--- src/rtl/rr_arb_pkg.sv ---
// Shared types and constants for the 8-line round-robin request arbiter.
// Latency: n/a (declarations only).
// Backpressure: n/a.
// Contents: NUM_REQ/IDX_W sizing, arbiter state enum, reset last-index,
//           one-hot to index helper.
package rr_arb_pkg;

   localparam int NUM_REQ = 8;
   localparam int IDX_W   = 3;

   // Reset value of the last-granted index: pointing at the top line makes
   // the first search after reset start at bit 0.
   localparam logic [IDX_W-1:0] LAST_RST = IDX_W'(NUM_REQ - 1);

   typedef enum logic [0:0] {
      IDLE  = 1'b0,
      GRANT = 1'b1
   } state_e;

   // Index of the set bit of a one-hot vector (0 for an all-zero vector).
   function automatic logic [IDX_W-1:0] oh2idx(input logic [NUM_REQ-1:0] oh);
      logic [IDX_W-1:0] idx;
      idx = '0;
      for (int i = 0; i < NUM_REQ; i++) begin
         if (oh[i]) idx = idx | i[IDX_W-1:0];
      end
      return idx;
   endfunction

endpackage

--- src/rtl/rr_req_arbiter_8_pick.sv ---
// Round-robin pick: first set bit of eff at or above last+1, wrapping 7->0.
// Latency: purely combinational.
// Backpressure: none; evaluated every cycle.
// Ports: eff    - effective request vector
//        last   - index of the previously granted line
//        onehot - winning line as one-hot (zero when nothing requested)
//        idx    - winning line index (zero when nothing requested)
//        any    - at least one request present
module rr_pick_8
   import rr_arb_pkg::*;
(
   input  logic [NUM_REQ-1:0] eff,
   input  logic [IDX_W-1:0]   last,
   output logic [NUM_REQ-1:0] onehot,
   output logic [IDX_W-1:0]   idx,
   output logic               any
);

   logic [IDX_W-1:0]     start;
   logic [2*NUM_REQ-1:0] dbl;
   logic [NUM_REQ-1:0]   rot;
   logic [IDX_W-1:0]     pos;

   always_comb begin
      // 3-bit add wraps naturally, so last=7 starts the search at 0.
      start = last + IDX_W'(1);
      // Rotate right so the search start lands on bit 0.
      dbl   = {eff, eff} >> start;
      rot   = dbl[NUM_REQ-1:0];
      // Descending scan so the lowest set bit of the rotated vector wins.
      pos   = '0;
      for (int i = NUM_REQ - 1; i >= 0; i--) begin
         if (rot[i]) pos = i[IDX_W-1:0];
      end
      any    = |eff;
      // Rotate back: adding the start offset modulo NUM_REQ.
      idx    = any ? (pos + start) : '0;
      onehot = any ? (NUM_REQ'(1) << idx) : '0;
   end

endmodule

--- src/rtl/rr_req_arbiter_8.sv ---
// Round-robin arbiter: 8 sticky request lines, one held one-hot grant at a time.
// Latency: 1 cycle req->grant_valid; back-to-back grants with no bubble.
// Backpressure: grant held stable while grant_ready=0; requests keep accumulating.
// Ports: clk/rst     - clock, synchronous active-high reset
//        req         - request pulses/levels, latched into pending
//        grant       - registered one-hot grant, zero when not valid
//        grant_valid - grant holds a valid value
//        grant_ready - consumer accepts the grant this cycle
//        pending     - registered sticky request vector
module rr_req_arbiter_8
   import rr_arb_pkg::*;
(
   input  logic               clk,
   input  logic               rst,
   input  logic [NUM_REQ-1:0] req,
   output logic [NUM_REQ-1:0] grant,
   output logic               grant_valid,
   input  logic               grant_ready,
   output logic [NUM_REQ-1:0] pending
);

   state_e             state_q, state_d;
   logic [NUM_REQ-1:0] pending_q, pending_d;
   logic [NUM_REQ-1:0] grant_q, grant_d;
   logic [IDX_W-1:0]   last_q, last_d;

   logic               hs;
   logic [IDX_W-1:0]   cur_idx;
   logic [NUM_REQ-1:0] clr;
   logic [NUM_REQ-1:0] pick_eff;
   logic [IDX_W-1:0]   pick_last;
   logic [NUM_REQ-1:0] pick_oh;
   logic [IDX_W-1:0]   pick_idx;
   logic               pick_any;

   // One picker serves both cases: fresh arbitration from IDLE, and the
   // re-pick on a handshake edge (current grant excluded, search from it).
   // Outside a handshake in GRANT its result is simply ignored.
   rr_pick_8 u_pick (
      .eff    (pick_eff),
      .last   (pick_last),
      .onehot (pick_oh),
      .idx    (pick_idx),
      .any    (pick_any)
   );

   always_comb begin
      cur_idx   = oh2idx(grant_q);
      hs        = (state_q == GRANT) && grant_ready;
      clr       = hs ? grant_q : '0;
      pick_eff  = (state_q == GRANT) ? ((pending_q & ~grant_q) | req)
                                     : (pending_q | req);
      pick_last = (state_q == GRANT) ? cur_idx : last_q;

      // req is OR-ed in after the clear so a re-request on the accepting
      // edge survives as a new pending request.
      pending_d = (pending_q & ~clr) | req;
      state_d   = state_q;
      grant_d   = grant_q;
      last_d    = last_q;

      unique case (state_q)
         IDLE: begin
            if (pick_any) begin
               grant_d = pick_oh;
               state_d = GRANT;
            end
         end
         GRANT: begin
            if (hs) begin
               last_d = cur_idx;
               if (pick_any) begin
                  grant_d = pick_oh;
               end else begin
                  grant_d = '0;
                  state_d = IDLE;
               end
            end
         end
         default: begin
            state_d = IDLE;
            grant_d = '0;
         end
      endcase
   end

   always_ff @(posedge clk) begin
      if (rst) begin
         state_q   <= IDLE;
         pending_q <= '0;
         grant_q   <= '0;
         last_q    <= LAST_RST;
      end else begin
         state_q   <= state_d;
         pending_q <= pending_d;
         grant_q   <= grant_d;
         last_q    <= last_d;
      end
   end

   assign grant       = grant_q;
   assign grant_valid = (state_q == GRANT);
   assign pending     = pending_q;

   // Cross-check: pick_idx must agree with the one-hot it produced.
   logic unused_idx_ok;
   assign unused_idx_ok = (pick_oh == (pick_any ? (NUM_REQ'(1) << pick_idx) : '0));

endmodule
--- config.mk ---
export PLATFORM = sky130hd
export DESIGN_NAME = rr_req_arbiter_8
export DESIGN_NICKNAME = d
export VERILOG_FILES = /design/src/rtl/rr_arb_pkg.sv /design/src/rtl/rr_req_arbiter_8_pick.sv /design/src/rtl/rr_req_arbiter_8.sv
export SDC_FILE = /design/constraint.sdc
export NUM_CORES = 1
export LEC_CHECK = 0
export ABC_AREA = 1
export ABC_CLOCK_PERIOD_IN_PS = 4200
export CORE_MARGIN = 3
export CORE_UTILIZATION = 53
export CTS_CLUSTER_SIZE = 8
export DETAILED_ROUTE_END_ITERATION = 8
export PLACE_DENSITY_LB_ADDON = 0.05
export SETUP_SLACK_MARGIN = 0.02
export SLEW_MARGIN = 20
export SYNTH_ARGS = -nofsm -noshare
export SYNTH_HDL_FRONTEND = slang
export SYNTH_SLANG_ARGS = --single-unit
--- constraint.sdc ---
create_clock -name clk -period 4.2 [get_ports clk]
set_input_delay 0.84 -clock clk [delete_from_list [all_inputs] [get_ports clk]]
set_output_delay 0.84 -clock clk [all_outputs]
set_load 0.01 [all_outputs]
==> impl_metrics.ini <==
[run_status]
status = finished clean

[setup_path]
r2r-end = grant[1]
cpLargestDelayFamily = simple AND/OR/NAND/NOR gates
cp_max_fo = 9
ff2ff_setup_slack_ns = 0.40
startpoint_type = flop
cp.arrival_ns = 4.04
cp-end-kind = flop
criticalPathCategory = reg -> reg
max_stage_delay_ns = 0.44
rr_startpoint = grant[7]
cpMaxStageDelayCell = fa_1
cp_cell_sequence = nor2_2, nand3_4, nand2_4, inv_1, ha_1, inv_1, nand3_1, nand2_1, nand3_1, nand2_1, a31oi_1, o21ai_0, nand2_1, a21boi_0, ha_1, fa_1, inv_1, nor2_1, inv_1, nand2_1, nor2_1, nand3_1, a21oi_1
reg2reg_depth = 23
cp_num_buf_inv = 4
cp.required_ns = 4.44

[drt]
wl_per_cell_um = 12.5
dr.pass1.iters = 6
ant_nets = 0
drt_iter0_markers = 100
avgViaCountPerCell = 5.28
drc = 0
drt-total-wl_um = 4010
vias = 1689

[min_path]
worstHoldPathCells = 1
hold_start = last_q[1]
hold_class = reg -> reg
hold_end = last_q[1]

[global_route]
first_global_vias = 1472
grtUsageTotal_pct = 23.5
grt_overflow = 0
antenna_found_initial = 0
grt_start_max_net_pins = 16
grt_pass1_wl_um = 6710

[clocking]
ctsHoldBuffers = 0
cts_tree = built
h-tree-depth = 1
cts_sinks = 20
clk_path_buf_depth = 2
post_cts_resized = 0
clk-insertion-delay-late_ns = 0.31
clkTransAtPathRegs_ns = 0.13
cts_buffers = 3
post_cts_buffers = 0
clock-root-buffer = clkbuf_4

[floorplan]
core_region_area_sq_um = 2830
ios = 28
die_x_um = 61.4
die-area_sq_um = 3770
num_rows = 19
initial_utilization_pct = 57.5
fp.dieH_um = 61.4

[power]
clkPwrFrac_pct = 15.6
power_uw = 1030
seqPwrFrac_pct = 22.5
total_leakage_power_uw = 0.000953
p_switching_uw = 482
power.internal_uw = 544
power_frac_comb_pct = 61.9
p_sw_share_pct = 47.0
peakVddDrop_uv = 346
powerDensity_nw_per_um2 = 525

[logic_synthesis]
async_reset_ff_share_pct = 0
syn_area_per_cell_sq_um = 6.21
syn_inst = 262
syn-num-nets = 276
yosysWarnings = 0
synth_flop_cell = dfxtp_1
ys_seq_area_share_pct = 24.6
synth_edf_count = 0
ys_ff_latch = 20
synth_area_sq_um = 1630
synth_cell_type_count = 31

[run]
drv_cap = 0

[timing]
fmax_ghz = 0.263
min_period_ns = 3.80
fin_skew_ns = 0.0126
setup_viol = 0
worst_slew_pin_slew_ns = 0.530
hold_viol = 0
rsz0062_at_grt = false
slew_viol_final = 0
slew_headroom_pct = 64.6
post-route-period-util_pct = 90.4
finalSetupTns_ns = 0

[cells_and_area]
final_layout_size_suffix_gt1_share_pct = 11.4
postLayoutCoreUtil_pct = 69.1
fillCellCount = 265
area_growth_pct = 20.2
nets = 304
n_antenna_cell = 0

[placement]
gp_congestion = 0.933
hpwl_um = 3170
port-buffer-count = 27
per-layer routing:
metal | up-vias | routed length, um | track usage (%)
met2 | 36 | 1860 | 37.0
li1 | 887 | - | -
met1 | 762 | 1960 | 34.7
met4 | 0 | 34 | 2.73
met3 | 4 | 153 | 3.98
met5 | - | 0 | 0
layout by cell type (no fill, tap or decap), drive strengths merged, types with 2 or more instances in the layout:
cell type       n
a21oi          12
a31oi           3
buf             3
clkbuf          3
clkdlybuf4s50  27
dfxtp          20
ha              2
inv            37
nand2          94
nand3          42
nand4           3
nor2           20
nor3            3
o21ai          11
or2             2
registers in the layout, summed over array words and instances (netlist names):
signal / cells
grant: 8
grant_valid: 1
pending: 8
last_q: 3
worst max path at each step:
stage,from,cells after the start,end
6_report,grant[7],23,grant[1]
5_1_grt,grant[5],23,grant[1]
4_1_cts,grant[7],23,grant[1]
3_5_place_dp,req[3],20,grant[1]
3_3_place_gp,req[3],20,grant[1]
2_1_floorplan,grant_valid,23,grant[7]
cell usage after synthesis (2+ instances only):
master | count | area, sq um
nand2_1 | 85 | 319
buf_2 | 2 | 10.0
buf_6 | 3 | 33.8
nand3_1 | 33 | 165
a21oi_2 | 3 | 26.3
nand2_2 | 6 | 37.5
dfxtp_1 | 20 | 400
or2_1 | 2 | 12.5
nand2_4 | 3 | 33.8
ha_1 | 2 | 25.0
o21ai_0 | 10 | 50.1
nor2_1 | 18 | 67.6
nor3_1 | 3 | 15.0
a31oi_1 | 3 | 18.8
nand3_2 | 8 | 80.1
nand4_1 | 3 | 18.8
inv_1 | 36 | 135
a21oi_1 | 9 | 45.0
metrics by stage:
stage               cell area (sq um)  setup WS [ns]  hold slack [ns]  cells
global placement                 1900          0.484            0.448    316
floorplan                        1630          0.693            0.436    262
detailed placement               1900          0.401            0.452    316
CTS                              1960          0.413            0.484    320
finish                           1960          0.402            0.484    320
global route                     1960         0.0649            0.525    320
logic make-up after synthesis:
| family | after synthesis | synth area share (%) |
|---|---|---|
| compound gates | 28 | 10.2 |
| xor+xnor | 1 | 0.539 |
| fa+ha+maj | 3 | 2.77 |
| buf+inv | 44 | 11.9 |
| simple gates | 166 | 50.0 |
| flops | 20 | 24.6 |
power groups by stage:
stage,sequential [uW],combinational (uW),clock (uW)
final,231,636,160
after global routing,234,719,172
after CTS,230,635,162
after detailed placement,234,631,0
after global placement,235,629,0
after floorplan,237,485,0
layout make-up:
class	count	area [sq um]	share of cell area (%)
flip-flops and latches	20	400	20.5
repair buffers	30	293	15.0
inverters	37	139	7.10
clock inverters	1	30.0	1.54
clock buffers	3	22.5	1.15
well taps	31	38.8	1.98
multi-input cells	198	1030	52.8
Power figures use the tool's default switching activity.
